## config.mk

```make
export PLATFORM = sky130hd
export DESIGN_NAME = data_sender
export DESIGN_NICKNAME = d
export VERILOG_FILES = /design/src/rtl/data_if_pkg.sv /design/src/rtl/sync_fifo.sv /design/src/rtl/data_sender.sv
export SDC_FILE = /design/constraint.sdc
export NUM_CORES = 1
export LEC_CHECK = 0
export BUFFER_PORTS_ARGS = -buffer_cell sky130_fd_sc_hd__buf_2
export CELL_PAD_IN_SITES_DETAIL_PLACEMENT = 1
export CELL_PAD_IN_SITES_GLOBAL_PLACEMENT = 1
export CORE_AREA = 2 2 223 225
export DETAILED_ROUTE_END_ITERATION = 8
export DIE_AREA = 0 0 225 227
export HOLD_SLACK_MARGIN = 0.08
export PLACE_DENSITY_LB_ADDON = 0.1
export SETUP_SLACK_MARGIN = 0.15
export SLEW_MARGIN = 0
export SYNTH_ARGS = -nofsm -noshare
export SYNTH_HDL_FRONTEND = slang
export SYNTH_SLANG_ARGS = --single-unit
export TNS_END_PERCENT = 100
```

## constraint.sdc

```tcl
create_clock -name clk -period 7.8 [get_ports clk]
set_input_delay 0.39 -clock clk [delete_from_list [all_inputs] [get_ports clk]]
set_output_delay 0.39 -clock clk [all_outputs]
set_load 0.005 [all_outputs]
```

## src/rtl/data_if_pkg.sv

```systemverilog
// data_if_pkg: shared constants for the host-side bus transmitter.
//   - DATA_W_DEFAULT : default bus / payload word width
//   - IDLE/HDR/OP/DATA : transmitter FSM state encodings (state_t)
//   - OP_LOAD/OP_READ  : opcode values carried in the low nibble of the operation word
package data_if_pkg;

  localparam int DATA_W_DEFAULT = 32;

  typedef logic [1:0] state_t;

  localparam state_t IDLE = 2'd0;
  localparam state_t HDR  = 2'd1;
  localparam state_t OP   = 2'd2;
  localparam state_t DATA = 2'd3;

  localparam logic [3:0] OP_LOAD = 4'd2;
  localparam logic [3:0] OP_READ = 4'd3;

endpackage

```

## src/rtl/sync_fifo.sv

```systemverilog
// sync_fifo: single-clock payload FIFO with a look-ahead view of its head.
// Ports:
//   clk, clear_n        clock, asynchronous active-low reset (flushes pointers/count)
//   push, wr_data       write request and word (ignored while full)
//   pop                 read request (ignored while empty)
//   full, empty         current occupancy flags
//   head_nxt            word that will be at the head after this clock edge
//   empty_nxt           FIFO will be empty after this clock edge
// FIFO_DEPTH must be a power of 2 (>= 2) so the pointers wrap naturally.
module sync_fifo #(
  parameter int DATA_W     = 32,
  parameter int FIFO_DEPTH = 16
) (
  input  logic              clk,
  input  logic              clear_n,
  input  logic              push,
  input  logic [DATA_W-1:0] wr_data,
  input  logic              pop,
  output logic              full,
  output logic              empty,
  output logic [DATA_W-1:0] head_nxt,
  output logic              empty_nxt
);

  localparam int AW = $clog2(FIFO_DEPTH);

  logic [DATA_W-1:0] mem [FIFO_DEPTH];
  logic [AW-1:0]     wr_ptr;
  logic [AW-1:0]     rd_ptr;
  logic [AW-1:0]     rd_nxt;
  logic [AW:0]       count;
  logic [AW:0]       cnt_after_pop;
  logic [AW:0]       cnt_nxt;
  logic              push_ok;
  logic              pop_ok;

  assign full    = (count == (AW+1)'(FIFO_DEPTH));
  assign empty   = (count == '0);
  assign push_ok = push & ~full;
  assign pop_ok  = pop & ~empty;

  assign rd_nxt        = rd_ptr + AW'(pop_ok);
  assign cnt_after_pop = count - (AW+1)'(pop_ok);
  assign cnt_nxt       = cnt_after_pop + (AW+1)'(push_ok);
  assign empty_nxt     = (cnt_nxt == '0);

  // When nothing older survives the pop, the word being written this cycle
  // becomes the new head, so it is forwarded straight from wr_data.
  assign head_nxt = (push_ok && cnt_after_pop == '0) ? wr_data : mem[rd_nxt];

  // Storage array; no reset needed since the pointers define validity.
  always_ff @(posedge clk) begin
    if (push_ok) begin
      mem[wr_ptr] <= wr_data;
    end
  end

  // Pointer and occupancy bookkeeping.
  always_ff @(posedge clk or negedge clear_n) begin
    if (!clear_n) begin
      wr_ptr <= '0;
      rd_ptr <= '0;
      count  <= '0;
    end else begin
      if (push_ok) begin
        wr_ptr <= wr_ptr + AW'(1);
      end
      rd_ptr <= rd_nxt;
      count  <= cnt_nxt;
    end
  end

endmodule

```

## src/rtl/data_sender.sv

```systemverilog
// data_sender: host-side transmitter for the controller's 32-bit input bus.
// Serialises a command and its buffered payload as: count word N, operation
// word, N data words, on the tx_data/tx_enable pair with tx_ready handshake.
// Ports:
//   clk, clear_n                  clock, asynchronous active-low reset
//   cmd_valid/cmd_ready           command handshake; cmd_op (low nibble = opcode), cmd_len = N
//   wr_valid/wr_ready, wr_data    payload FIFO write port (wr_ready = not full)
//   tx_data, tx_enable, tx_ready  bus word, valid, receiver ready (registered outputs)
//   busy                          transmitter not idle (or response outstanding)
//   pkt_done                      one-cycle pulse after the last data word transfers
//   cmd_err                       one-cycle pulse after a rejected command (len 0 or op 0)
// Optional build macro RESP_TRACK_EN adds rx_y_valid, rx_out_count_valid,
// rx_out_count and resp_done, holding off new commands until the response
// word count has been consumed.
module data_sender
  import data_if_pkg::*;
#(
  parameter int DATA_W     = DATA_W_DEFAULT,
  parameter int FIFO_DEPTH = 16
) (
  input  logic              clk,
  input  logic              clear_n,
  input  logic              cmd_valid,
  output logic              cmd_ready,
  input  logic [DATA_W-1:0] cmd_op,
  input  logic [DATA_W-1:0] cmd_len,
  input  logic              wr_valid,
  output logic              wr_ready,
  input  logic [DATA_W-1:0] wr_data,
  output logic [DATA_W-1:0] tx_data,
  output logic              tx_enable,
  input  logic              tx_ready,
  output logic              busy,
  output logic              pkt_done,
  output logic              cmd_err
`ifdef RESP_TRACK_EN
  ,
  input  logic              rx_y_valid,
  input  logic              rx_out_count_valid,
  input  logic [DATA_W-1:0] rx_out_count,
  output logic              resp_done
`endif
);

  state_t            state;
  logic              alive;
  logic [DATA_W-1:0] op_q;
  logic [DATA_W-1:0] len_q;
  logic [DATA_W-1:0] remaining;
  logic              cmd_fire;
  logic              cmd_legal;
  logic              tx_fire;
  logic              fifo_push;
  logic              fifo_pop;
  logic              fifo_full;
  logic              fifo_empty;
  logic              fifo_empty_nxt;
  logic [DATA_W-1:0] fifo_head_nxt;
  logic              resp_block;

  assign cmd_ready = alive & (state == IDLE) & ~resp_block;
  assign cmd_fire  = cmd_valid & cmd_ready;
  assign cmd_legal = (cmd_len != '0) && (cmd_op != '0);
  assign tx_fire   = tx_enable & tx_ready;
  assign wr_ready  = alive & ~fifo_full;
  assign fifo_push = wr_valid & wr_ready;
  assign fifo_pop  = (state == DATA) & tx_fire & ~fifo_empty;

  sync_fifo #(
    .DATA_W     (DATA_W),
    .FIFO_DEPTH (FIFO_DEPTH)
  ) u_fifo (
    .clk       (clk),
    .clear_n   (clear_n),
    .push      (fifo_push),
    .wr_data   (wr_data),
    .pop       (fifo_pop),
    .full      (fifo_full),
    .empty     (fifo_empty),
    .head_nxt  (fifo_head_nxt),
    .empty_nxt (fifo_empty_nxt)
  );

  // Keeps both handshakes low while in reset and for the release edge,
  // so nothing is accepted until the first clock after clear_n rises.
  always_ff @(posedge clk or negedge clear_n) begin
    if (!clear_n) begin
      alive <= 1'b0;
    end else begin
      alive <= 1'b1;
    end
  end

  // Packet sequencer. The bus registers are loaded with the value for the
  // state being entered, so each word is on the bus the cycle after the
  // decision and simply holds while tx_ready is low.
  always_ff @(posedge clk or negedge clear_n) begin
    if (!clear_n) begin
      state     <= IDLE;
      op_q      <= '0;
      len_q     <= '0;
      remaining <= '0;
      tx_data   <= '0;
      tx_enable <= 1'b0;
      pkt_done  <= 1'b0;
      cmd_err   <= 1'b0;
    end else begin
      pkt_done <= 1'b0;
      cmd_err  <= 1'b0;
      case (state)
        IDLE: begin
          if (cmd_fire) begin
            if (cmd_legal) begin
              op_q      <= cmd_op;
              len_q     <= cmd_len;
              tx_data   <= cmd_len;
              tx_enable <= 1'b1;
              state     <= HDR;
            end else begin
              cmd_err <= 1'b1;
            end
          end
        end
        HDR: begin
          if (tx_fire) begin
            tx_data <= op_q;
            state   <= OP;
          end
        end
        OP: begin
          if (tx_fire) begin
            remaining <= len_q;
            tx_enable <= ~fifo_empty_nxt;
            tx_data   <= fifo_empty_nxt ? '0 : fifo_head_nxt;
            state     <= DATA;
          end
        end
        DATA: begin
          if (tx_fire && remaining == DATA_W'(1)) begin
            remaining <= '0;
            tx_enable <= 1'b0;
            tx_data   <= '0;
            pkt_done  <= 1'b1;
            state     <= IDLE;
          end else begin
            // Stalled on an empty FIFO, the next written word is picked up
            // through the look-ahead head and presented one cycle later.
            if (tx_fire) begin
              remaining <= remaining - DATA_W'(1);
            end
            tx_enable <= ~fifo_empty_nxt;
            tx_data   <= fifo_empty_nxt ? '0 : fifo_head_nxt;
          end
        end
        default: begin
          state <= IDLE;
        end
      endcase
    end
  end

`ifdef RESP_TRACK_EN
  logic [DATA_W-1:0] resp_cnt;
  logic              resp_armed;
  logic              resp_pending;

  // Response tracker: a packet stays outstanding from command accept until
  // the receiver's announced output word count has been counted down.
  always_ff @(posedge clk or negedge clear_n) begin
    if (!clear_n) begin
      resp_cnt     <= '0;
      resp_armed   <= 1'b0;
      resp_pending <= 1'b0;
      resp_done    <= 1'b0;
    end else begin
      resp_done <= 1'b0;
      if (cmd_fire && cmd_legal) begin
        resp_pending <= 1'b1;
      end
      if (rx_out_count_valid) begin
        if (rx_out_count == '0) begin
          resp_armed   <= 1'b0;
          resp_pending <= 1'b0;
          resp_done    <= 1'b1;
        end else begin
          resp_cnt   <= rx_out_count;
          resp_armed <= 1'b1;
        end
      end else if (resp_armed && rx_y_valid) begin
        resp_cnt <= resp_cnt - DATA_W'(1);
        if (resp_cnt == DATA_W'(1)) begin
          resp_armed   <= 1'b0;
          resp_pending <= 1'b0;
          resp_done    <= 1'b1;
        end
      end
    end
  end

  assign resp_block = resp_pending;
  assign busy       = (state != IDLE) | resp_pending;
`else
  assign resp_block = 1'b0;
  assign busy       = (state != IDLE);
`endif

endmodule

```

After elaboration in Yosys (flattened, before gate mapping)
Memories as Yosys holds them, arrays and structs flattened. Cells that the tools add are included.

Logic and storage cells: 88. Flip-flop bits (word level): 147. Input bits: 101. Memories kept: 1. Output and inout bits: 38. Bits in writable memories: 512.

Multiplexer cells: 30. Reduce and logical (&&, ||, !) cells: 17. Add/sub/neg operators: 5. Bitwise logic cells: 12. Equal/unequal tests: 11.

Memories: u_fifo.mem (depth 16, width 32, read ports 1, clocked after Yosys merged registers in 0, write ports 1, line sync_fifo.sv:27) `logic [DATA_W-1:0] mem [FIFO_DEPTH];`.

Operators by type and width (count): 32-bit two-way mux (10); 32-bit case mux with 4 select lines (1); 32-bit case mux with 2 select lines (1); 32-bit nonzero test (2); 32-bit by 1-bit equality test with 1-bit output, second input constant (1); 32-bit by 1-bit subtractor with 32-bit output, second input constant (1); 5-bit logical NOT (3); 1-bit two-way mux (11); 2-bit two-way mux (5); 1-bit bitwise AND (9); 2-bit inequality test, second input constant (4); 2-bit case mux with 4 select lines (1); 4-bit AND reduction (2); 3-bit AND reduction (2); 5-bit by 1-bit adder with 5-bit output (1); 5-bit equality test, second input constant (1); 5-bit AND reduction (1); 5-bit by 1-bit subtractor with 5-bit output (1); 4-bit by 1-bit adder with 4-bit output (1); 4-bit by 1-bit adder with 4-bit output, second input constant (1); 2-bit equality test, second input constant (2); 2-bit nonzero test (2); 1-bit logical AND (3); 3-bit by 2-bit inequality test with 1-bit output, second input constant (1); 6 further kinds (8).

Longest topological paths before layout
Gate-level depths: netlist of run 1.

Word-level depth: 11. Depth in mapped cells: 16. Gate-level depth less buffers: 13.

Cells and area by module
A second synthesis of run 1 with hierarchy kept.

Cells, all modules: 1578. Area, all modules: 27299.9 µm².

Modules (own cells, without submodules): sync_fifo (cells each 952, area an instance 20661.1 µm², instances 1, seq. area each 15700.1 µm²); data_sender (cells each 626, area an instance 6638.9 µm², instances 1, seq. area each 3353.2 µm²).

Worst setup path after synthesis of run 1
Ideal clock, no wire load.

Path kind: register -> register. Start: register u_fifo.count[1]. End: memory u_fifo.mem[7][0], enable pin. Buffers on the path: 2. Setup time: 0.461 ns. Arrival: 3.323 ns. Stages on the path, launching flop included: 7. Clock period less this slack: 3.784 ns. Data required time: 7.339 ns. Path slack: 4.016 ns. Cell sequence: dfrtp_1 -> buf_2 -> nor4_2 -> a21oi_1 -> clkbuf_1 -> nand2_1 -> nor3_1.

Cells in the longest elaborated chain, start to end: 7.

RTL lines: start: declaration (line sync_fifo.sv:31) `logic [AW:0] count;`; start signal: assignment (line sync_fifo.sv:69) `count <= cnt_nxt;`; 5-bit equality test * (line sync_fifo.sv:37) `assign full = (count == (AW+1)'(FIFO_DEPTH));`; 1-bit inverter * (line sync_fifo.sv:39, data_sender.sv:65); 1-bit bitwise AND (line data_sender.sv:65) `assign wr_ready = alive & ~fifo_full;`; 1-bit bitwise AND (line data_sender.sv:66) `assign fifo_push = wr_valid & wr_ready;`; 1-bit bitwise AND * (line sync_fifo.sv:39) `assign push_ok = push & ~full;`; via u_fifo.push_ok (line sync_fifo.sv:34) `logic push_ok;`; 1-bit two-way mux * (line sync_fifo.sv:53) `if (push_ok) begin`; 1-bit two-way mux (implied by the code) * (line sync_fifo.sv:54) `mem[wr_ptr] <= wr_data;`; end: declaration (line sync_fifo.sv:27).

The timed path passes the listed nets; every way through them passes the cells marked *.

Final worst setup path of run 1
Start: register state[1]. End: register tx_data[31].

Cells in the longest elaborated chain, start to end: 11. Elaborated cells on any way between the ends: 26. Those cells by class: 3 x add/sub; 7 x eq/ne; 5 x mux; 5 x bitwise; 5 x reduce/logical; 1 x memory.

RTL lines: start: declaration (line data_sender.sv:45) `state_t state;`; start signal: assignment (line data_sender.sv:99) `state <= IDLE;`; start signal: assignment (line data_sender.sv:118) `state <= HDR;`; start signal: assignment (line data_sender.sv:127) `state <= OP;`; branches (longest 11 deep; another with 5-bit by 1-bit subtractor with 5-bit output); end signal: assignment (line data_sender.sv:116) `tx_data <= cmd_len;`; end signal: assignment (line data_sender.sv:134) `tx_data <= fifo_empty_nxt ? '0 : fifo_head_nxt;`; end signal: assignment (line data_sender.sv:152) `tx_data <= fifo_empty_nxt ? '0 : fifo_head_nxt;`; end: declaration (line data_sender.sv:30) `output logic [DATA_W-1:0] tx_data,`.

Parallel ways; which one is timed is not known. The select of a mux whose other input is x is not followed. A chain may end at the register's enable or synchronous reset.

==> impl_metrics.yaml, run 1 <==
placement:
  place.gp.congestion: 0.816
  placedCellCount: 2282
  io_buffers: 138
  dp_hpwl_mm: 46.7
timing:
  min_period_ps: 4510
  grt_setup_unrepaired: "false"
  slew_headroom_pct: 30.3
  tightest_slew_ps: 1040
  final.setup.tns_ps: 0
  drv_slew: 0
  setup_viol: 0
  fmax_mhz: 222
  fin_crit_sh_pct: 57.8
  hold_viol: 0
  skew_ps: 27.7
  fin_hold_ws_ps: 113
grt:
  antenna_found_initial: 6
  busiest_layer: "met2"
  track_usage_pct: 31.7
  grt_pass1_wl_mm: 116
  grt_use_met3_pct: 6.57
  grt_start_max_net_pins: 92
  grtUsageMet2_pct: 50.6
  grt_use_met1_pct: 42.9
  grt_pass1_vias: 17400
  grt_overflow: 0
logic_synthesis:
  yosysUniqueCellTypes: 65
  synth_ff_type: "edfxtp_1"
  ys_async_sr_fraction_pct: 22.3
  synth_seq_area_share_pct: 69.2
  yosys_warnings: 0
  synth-seq-cells: 659
  syn_avg_cell_area_sq_um: 17.4
  synth_area_sq_um: 27500
  synth_edf_count: 512
  synth_cells: 1584
  syn-num-nets: 1702
drt:
  avgViaCountPerCell: 6.68
  routed_wl_mm: 78.9
  vias: 16300
  wl_per_cell_um: 32.4
  antenna_left: 0
  drt_pre_antenna_iters: 7
  drc_errors: 0
  first_iter_violations: 1591
pwr:
  leakage_nw: 10.8
  irDropWorstVdd_uv: 218
  pwr_density_cell_nw_per_um2: 250
clocking:
  cts_resized: 0
  post_cts_buffers: 0
  cts_max_path_buffers: 3
  cts_max_level: 3
  numCtsBuffers: 71
  clock_latency_ps: 600
  tritoncts: "yes"
  clkTransAtPathRegs_ps: 60
  clk_root_buffer_cell: "clkbuf_16"
  hold_buffers: 21
  cts.sinks: 659
floorplan:
  chipHeight_um: 227
  fp.dieW_um: 225
  ios: 139
  num_rows: 81
  core_sq_um: 48500
  floorplan.initialDensity_pct: 56.7
  die-area_sq_um: 51100
finish:
  fin_nets: 1873
  final_cells: 2438
  area_growth_pct: 14.6
  final_cell_mix: "edfxtp_1, dfrtp_1, buf_2, mux4_2, clkbuf_16"
  drive_gt1_share_pct: 28.4
  final_common_cell: "edfxtp_1"
run:
  drv_cap: 0
critical_path:
  endpoint: "tx_data[31]"
  crit_start: "state[1]"
  worstReg2RegEnd: "tx_data[31]"
  worst-r2r-setup-slack_ps: 3290
  crit_required_ps: 8230
  cp-end-kind: "register"
  critical_path_class: "register to register"
  arrival_ps: 4940
  r2r-start: "state[1]"
  worst_r2r_path_depth: 12
  crit_path_max_fanout: 68
  startpoint_type: "register"
run_status:
  status: "finished, final reports clean"
worst_hold_path:
  hold_class: "input pin to register"
-- cell usage after synthesis (25+ instances only) --
master	instances	share of area, %
mux4_2	128	10
o21ai_1	25	0.45
buf_2	32	0.58
nand2b_1	42	0.95
dfrtp_1	147	13
o21ai_0	30	0.55
mux2_2	65	2.7
nor3_1	25	0.45
a31oi_1	38	0.86
a21oi_1	26	0.47
clkbuf_1	45	0.61
a211oi_1	27	0.74
nor2_1	62	0.85
edfxtp_1	512	56
a22oi_1	33	0.90
mux2i_1	71	2.6
-- worst min path at each step --
| stage | cells past startpoint | slack [ps] | to | start |
|---|---|---|---|---|
| final | 2 | 110 | op_q[5] | cmd_op[5] |
| after global routing | 2 | 100 | op_q[14] | cmd_op[14] |
| after CTS | 2 | 80 | op_q[10] | cmd_op[10] |
| after detailed placement | 1 | 490 | len_q[17] | len_q[17] |
| after global placement | 2 | 480 | remaining[26] | remaining[26] |
| after floorplan | 0 | 90 | alive | clear_n |
-- through the flow --
step	worst slack, ps	instance area (sq um)	utilization [%]	power [mW]
2_1_floorplan	4020	27500	-	4.27
3_3_place_gp	3450	28900	59.6	4.49
3_5_place_dp	3330	28900	59.6	4.53
4_1_cts	3280	31500	64.9	7.92
5_1_grt	2940	31500	64.9	8.08
6_report	3290	31500	64.9	7.89
-- where the power goes --
part	switching, mW	leakage [nW]	internal, mW
Sequential	0.0769	6.63	3.96
Clock	1.38	1.17	2.03
Combinational	0.313	3.04	0.130
-- logic make-up (layout without fill, tap and decap cells) --
logic type | Yosys count | after routing | synth area share [%]
simple gates | 261 | 261 | 5.42
flops | 659 | 659 | 69.2
fa+ha+maj | 17 | 17 | 0.773
mux | 264 | 264 | 15.7
xor+xnor | 10 | 10 | 0.318
other cells | 1 | 4 | 0.0136
buf+inv | 122 | 351 | 2.19
compound gates | 250 | 250 | 6.31
-- per-layer routing --
| layer | wire [um] | vias up |
|---|---|---|
| met1 | 31600 | 8626 |
| met3 | 6130 | 178 |
| met5 | 41 | - |
| met4 | 3070 | 6 |
| li1 | - | 6734 |
| met2 | 38100 | 742 |
-- state kept, by name (all words and copies together) (netlist names) --
name	cells
remaining	32
pkt_done	1
u_fifo.rd_ptr	4
u_fifo.wr_ptr	4
tx_enable	1
u_fifo.count	5
u_fifo.mem	512
len_q	32
alive	1
op_q	32
cmd_err	1
tx_data	32
state	2
-- critical path, stage by stage (launching register included) --
cell	delay (ps)
dfrtp_1	400
ha_1	420
clkinv_1	170
a211oi_1	570
ha_4	250
ha_4	160
xor2_4	740
buf_12	400
mux4_2	380
mux2i_1	210
mux2i_1	120
o2111ai_1	250
a31oi_1	140
-- layout make-up --
cell class | count | area (sq um)
Multi-Input combinational cell | 803 | 8010
Clock inverter | 24 | 239
Fill cell | 4172 | 17000
Timing Repair Buffer | 195 | 1200
Sequential cell | 659 | 19100
Clock buffer | 107 | 2140
Inverter | 25 | 93.8
Tap cell | 622 | 778
Antenna cell | 3 | 7.51
Power figures use the tool's default switching activity.
==> run 2, diff against run 1 <==
--- a/config.mk
+++ b/config.mk
@@ -5,12 +5,13 @@
 export SDC_FILE = /design/constraint.sdc
 export NUM_CORES = 1
 export LEC_CHECK = 0
+export ABC_AREA = 1
 export BUFFER_PORTS_ARGS = -buffer_cell sky130_fd_sc_hd__buf_2
 export CELL_PAD_IN_SITES_DETAIL_PLACEMENT = 1
 export CELL_PAD_IN_SITES_GLOBAL_PLACEMENT = 1
-export CORE_AREA = 2 2 223 225
+export CORE_AREA = 2 2 259 261
 export DETAILED_ROUTE_END_ITERATION = 8
-export DIE_AREA = 0 0 225 227
+export DIE_AREA = 0 0 261 263
 export HOLD_SLACK_MARGIN = 0.08
 export PLACE_DENSITY_LB_ADDON = 0.1
 export SETUP_SLACK_MARGIN = 0.15
==> constraint.sdc (replaced) <==
create_clock -name clk -period 3.95 [get_ports clk]
set_input_delay 0.1975 -clock clk [delete_from_list [all_inputs] [get_ports clk]]
set_output_delay 0.1975 -clock clk [all_outputs]
set_load 0.005 [all_outputs]
==> run 2 against run 1 <==
Compared with the run above: sequential power rose by 130%; routed wire length rose by 23%; hold slack improved by 83 ps; highest routed layer unchanged.
==> impl_metrics.yaml, run 2 <==
logic_synthesis:
  yosysTopAreaCell: "edfxtp_1"
  synthDominantCellAreaShare_pct: 53.4
  synth_xor_area_share_pct: 0.574
  yosys_warnings: 0
  synth_edf_count: 512
  synth_ff_type: "edfxtp_1"
  synth_top_family_by_area: "simple AND/OR/NAND/NOR gates"
  yosysUniqueCellTypes: 37
  syn_avg_cell_area_sq_um: 10.2
  synth-compound-area-share_pct: 2.51
  synth.most_common_cell: "nand2_1"
  yosys.area_share.simple_pct: 26.0
  syn-num-nets: 2930
  synth_cells: 2812
  ys_async_sr_fraction_pct: 22.3
  synth.area.top_cells: "edfxtp_1, dfrtp_1, nand2_1"
  synth-seq-cells: 659
  synth_area_sq_um: 28800
  ys_top_cells_by_count: "nand2_1, nand3_1, edfxtp_1"
  synth-adder-area-share_pct: 0.739
  synth_mux_area_share_pct: 0
  synth_seq_area_share_pct: 66.2
grt:
  track_usage_pct: 28.3
  grt_pass1_vias: 23500
  antenna_found_initial: 6
  grt_overflow: 0
  grt_pass1_wl_mm: 146
  grt_start_max_net_pins: 134
pwr:
  combPwrFrac_pct: 38.1
  internal_power_mw: 15.2
  p_sw_mw: 10.5
  pwr_density_cell_nw_per_um2: 759
  seqPwrFrac_pct: 35.5
  leakage_nw: 13.5
  irDropWorstVdd_uv: 531
  switching_share_pct: 41.0
  p_clk_share_pct: 26.4
placement:
  dp_hpwl_mm: 56.3
  placedCellCount: 3704
  io_buffers: 138
  place.gp.congestion: 0.891
  dp_slack_ps: 656
floorplan:
  chipHeight_um: 263
  floorplan.initialDensity_pct: 43.8
  core_sq_um: 65600
  fp.dieW_um: 261
  die-area_sq_um: 68600
  ios: 139
  num_rows: 94
timing:
  hold_viol: 0
  setup_ws_ps: 604
  fmax_mhz: 299
  skew_ps: 20.6
  final.setup.tns_ps: 0
  slew_headroom_pct: 30.6
  fin_crit_sh_pct: 84.7
  setup_viol: 0
  grt_setup_unrepaired: "false"
  tightest_slew_ps: 1040
  drv_slew: 0
  min_period_ps: 3350
finish:
  top_register: "u_fifo.mem"
  final_common_cell: "nand2_1"
  largest_reg_flops: 512
  fin_nets: 3134
  area_growth_pct: 17.6
  final_cells: 3942
  drive_gt1_share_pct: 11.5
  final_cell_mix: "nand2_1, nand3_1, edfxtp_1, nor2_1, dfrtp_1"
drt:
  routed_wl_mm: 96.7
  top_layer_used: "met5"
  wl_met1_mm: 42.3
  dr_wl_met3_mm: 4.16
  wl_met2_mm: 45.6
  drc_errors: 0
  drt_pre_antenna_iters: 5
  wl_per_cell_um: 24.5
  antenna_left: 0
  vias: 22200
  avgViaCountPerCell: 5.64
  first_iter_violations: 1809
clocking:
  clock_latency_ps: 620
  post_cts_buffers: 0
  clkTransAtPathRegs_ps: 60
  cts_max_path_buffers: 3
  tritoncts: "yes"
  cts_max_level: 3
  clk_root_buffer_cell: "clkbuf_16"
  cts.sinks: 659
  numCtsBuffers: 74
critical_path:
  arrival_ps: 3860
  worstReg2RegEnd: "tx_data[19]"
  critical_path_class: "register to register"
  crit_path_max_fanout: 33
  worst-r2r-setup-slack_ps: 600
  startpoint_type: "register"
  worst_r2r_path_depth: 16
  cp-end-kind: "register"
  crit_required_ps: 4460
  r2r-start: "tx_enable"
run_status:
  status: "finished, final reports clean"
run:
  drv_cap: 0
worst_hold_path:
  hold_class: "input pin to asynchronous set/reset pin"
-- run 2: cell types whose count changed in the layout (fill, tap and decap cells not counted), sizes merged, moves of 26 or more --
cell         delta
mux2           -65
mux4          -128
o21ai          -26
mux2i          -71
nand3         +538
dlygate4sd3    +78
a31oi          -38
nor2          +121
nand2b         -42
inv            +59
nand2         +936
nor4           -26
a21oi          +50
a211oi         -27
-- run 2: timing repair --
| action | 4_1_cts | 5_1_grt |
|---|---|---|
| hold buffers | 100 | 0 |
| endpoints found under the hold margin | 688 | 0 |
| gates resized for setup | 0 | 0 |
-- run 2: kinds of logic (layout without fill, tap and decap cells) --
family	after synthesis	after routing
simple gates	1743	1743
flops	659	659
buf+inv	243	505
compound gates	131	131
xor+xnor	18	18
fa+ha+maj	17	17
other cells	1	5
-- run 2: worst max-delay path: stages (launching register included) --
cell,delay [ps]
dfrtp_1,410
nand2_1,180
inv_1,170
nand3_1,130
inv_1,100
ha_1,360
inv_1,60
ha_1,210
ha_1,320
nor2_1,110
nand3_1,90
nor2_2,120
nand2_2,440
nand4_1,290
nand2_1,80
nand2_1,80
nand2_1,60
-- run 2: power groups by stage --
stage	logic, mW	clock network (mW)	registers (mW)
final	9.78	6.78	9.10
after global routing	10.8	7.11	9.20
after CTS	9.85	6.89	9.09
after detailed placement	9.68	0	9.21
after global placement	9.41	0	9.18
after floorplan	6.26	0	9.03
-- run 2: how the worst max path moves through the flow --
stage	slack, ps	to	startpoint	depth (start not counted)
2_1_floorplan	1210	u_fifo.mem[11][0]	u_fifo.count[2]	6
3_3_place_gp	770	tx_data[30]	state[0]	15
3_5_place_dp	660	tx_data[19]	u_fifo.count[2]	16
4_1_cts	650	tx_data[19]	u_fifo.count[2]	16
5_1_grt	410	tx_data[6]	state[0]	17
6_report	600	tx_data[19]	tx_enable	16
-- run 2: per-stage QoR --
step,total power [mW],area (sq um),hold slack (ps),utilization [%]
floorplan,15.3,28800,-98.1,-
global placement,18.6,30500,324,46.4
detailed placement,18.9,30500,335,46.4
CTS,25.8,33800,201,51.5
global route,27.2,33800,239,51.6
finish,25.7,33800,196,51.6
-- run 2: cell type report --
cell class | count | area [sq um]
clock inverters | 46 | 450
inverters | 82 | 318
well taps | 864 | 1080
diodes | 4 | 10.0
multi-input cells | 1910 | 8780
repair buffers | 289 | 2240
flip-flops and latches | 659 | 19100
clock buffers | 88 | 1900
fillers | 7158 | 31800
-- run 2: per-layer routing --
layer	GRT usage, %	vias up
met1	38.4	11300
li1	-	10000
met4	12.4	4
met3	3.76	239
met2	45.5	627
met5	0	-
==> run 3, diff against run 2 <==
--- a/config.mk
+++ b/config.mk
@@ -9,9 +9,9 @@
 export BUFFER_PORTS_ARGS = -buffer_cell sky130_fd_sc_hd__buf_2
 export CELL_PAD_IN_SITES_DETAIL_PLACEMENT = 1
 export CELL_PAD_IN_SITES_GLOBAL_PLACEMENT = 1
-export CORE_AREA = 2 2 259 261
+export CORE_AREA = 2 2 246 248
 export DETAILED_ROUTE_END_ITERATION = 8
-export DIE_AREA = 0 0 261 263
+export DIE_AREA = 0 0 248 250
 export HOLD_SLACK_MARGIN = 0.08
 export PLACE_DENSITY_LB_ADDON = 0.1
 export SETUP_SLACK_MARGIN = 0.15
==> constraint.sdc (replaced) <==
create_clock -name clk -period 3.4 [get_ports clk]
set_input_delay 0.17 -clock clk [delete_from_list [all_inputs] [get_ports clk]]
set_output_delay 0.17 -clock clk [all_outputs]
set_load 0.005 [all_outputs]
==> run 3 against run 2 <==
Compared with the run above: clock power grew 23%; final cell count fell by 1.3%; critical path depth increased by 1; non-clock buffer count is 24 higher; power up 20%; clock skew is 3.5 ps lower; clock-buffer cell count up 9; register-to-register slack lost 290 ps; flip-flop and latch count is the same; critical path type unchanged; critical endpoint is now tx_data[15].
==> impl_metrics.yaml, run 3 (same netlist as run 2, synthesis figures left out) <==
run_status:
  status: "finished, final reports clean"
critical_path:
  cp_slowest_cell: "dfrtp_1"
  startpoint_type: "register"
  arrival_ps: 3590
  cp-end-kind: "register"
  slowest_delay_ps: 430
  crit_required_ps: 3910
  crit_path_cell_trace: "nor2_4 -> nand4_1 -> nand3_1 -> inv_1 -> ha_1 -> inv_1 -> ha_1 -> ha_1 -> nor2_1 -> nand3_1 -> nor2_2 -> nand2_2 -> buf_8 -> nand4_1 -> nand2_1 -> nand2_1 -> nand2_1"
  crit_path_max_fanout: 21
  worst-r2r-setup-slack_ps: 310
  critical_path_class: "register to register"
grt:
  grt_pass1_vias: 24000
  antenna_found_initial: 10
  grt_start_max_net_pins: 134
  track_usage_pct: 31.9
  grt_pass1_wl_mm: 148
  grt_overflow: 0
drt:
  antenna_left: 0
  drt_pre_antenna_iters: 6
  routed_wl_mm: 99.5
  wl_per_cell_um: 25.6
  first_iter_violations: 2171
  drc_errors: 0
  vias: 22900
  avgViaCountPerCell: 5.87
finish:
  top_register: "u_fifo.mem"
  final_common_cell: "nand2_1"
  largest_reg_flops: 512
  n_fill_cell: 6425
  design_area_sq_um: 34300
  area_growth_pct: 19.1
  fin_nets: 3159
  drive_gt1_share_pct: 12.5
  final_cell_mix: "nand2_1, nand3_1, edfxtp_1, nor2_1, dfrtp_1"
timing:
  slew_headroom_pct: 21.0
  min_period_ps: 3090
  fin_crit_sh_pct: 90.8
  skew_ps: 17.1
  drv_slew: 0
  setup_viol: 0
  final.setup.tns_ps: 0
  grt_setup_unrepaired: "false"
  hold_viol: 0
  fmax_mhz: 324
  tightest_slew_ps: 1180
clocking:
  clk_root_buffer_cell: "clkbuf_16"
  clkTransAtPathRegs_ps: 60
  clock_latency_ps: 620
  cts.sinks: 659
  tritoncts: "yes"
  numCtsBuffers: 74
  post_cts_buffers: 0
  cts_max_path_buffers: 3
  cts_max_level: 3
placement:
  dp_hpwl_mm: 58.1
  place_area_sq_um: 30600
  io_buffers: 138
  place.gp.congestion: 0.896
floorplan:
  num_rows: 90
  floorplan.initialDensity_pct: 48.3
  fp.dieW_um: 248
  die-area_sq_um: 62000
  ios: 139
  core_sq_um: 59600
  chipHeight_um: 250
pwr:
  leakage_nw: 13.8
  pwr_density_cell_nw_per_um2: 899
  irDropWorstVdd_uv: 616
worst_hold_path:
  hold_class: "input pin to register"
run:
  drv_cap: 0
run 3: cell types whose count changed in the layout (fill, tap and decap cells not counted), sizes merged:
cell      delta
inv          -1
clkinv       -8
diode        +4
bufinv       +5
nand3        +1
clkinvlp     -3
buf         +21
clkbuf      +12
run 3: per-layer routing:
layer	part of all wire [%]	global-route usage, %	vias to the layer above
met3	6.8	5.77	254
met4	4.6	14.0	4
met1	41	42.4	11600
li1	-	-	10100
met5	0.026	0	-
met2	48	51.3	861
run 3: critical path, delay by kind of cell (launching register included):
kind / cells / cell delay [ps]
DFF: 1 / 430
and+or+nand+nor: 11 / 1320
buffers and inverters: 3 / 340
adders and majority gates: 3 / 880
run 3: cell type report:
| class | count | area, sq um | area share, % |
|---|---|---|---|
| antenna | 8 | 20.0 | 0.0584 |
| clock buffer | 97 | 2010 | 5.87 |
| clock inverter | 39 | 495 | 1.45 |
| inverter | 82 | 320 | 0.935 |
| multi-input combinational | 1911 | 8800 | 25.7 |
| sequential | 659 | 19100 | 55.6 |
| tap | 782 | 978 | 2.85 |
| timing repair buffer | 313 | 2590 | 7.57 |
run 3: worst paths after layout:
kind                            cells after the start       startpoint            end
worst max-delay path                               17  u_fifo.count[2]    tx_data[15]
worst min-delay path                                5         tx_ready   remaining[8]
worst max register to register                     17  u_fifo.count[2]    tx_data[15]
worst min register to register                      2       tx_data[9]     tx_data[9]
max in group asynchronous                           3          clear_n          alive
min in group asynchronous                           2          clear_n  remaining[10]
run 3: timing repair:
item,in CTS,in global routing
gates cloned,1,3
pin swaps,1,1
hold buffers,100,0
gates resized for setup,1,9
setup endpoints to repair,3,25
hold endpoints to repair,711,0
run 3: power breakdown:
| group | leakage, nW | switching (mW) | total [mW] | internal (mW) |
|---|---|---|---|---|
| Combinational | 6.12 | 8.33 | 11.8 | 3.51 |
| Sequential | 6.40 | 0.793 | 10.6 | 9.84 |
| Clock | 1.23 | 3.31 | 8.33 | 5.02 |
| Total | 13.8 | 12.4 | 30.8 | 18.4 |
run 3: stage by stage:
step           setup WS, ps  cells  util (%)  power, mW  hold WS [ps]
2_1_floorplan           663   2812         -       17.8          -126
3_3_place_gp            165   3643      51.4       21.5           390
3_5_place_dp           85.3   3643      51.4       22.0           397
4_1_cts                 125   3880      57.3       30.5           137
5_1_grt                 128   3890      57.5       32.4           127
6_report                313   3891      57.5       30.8           115
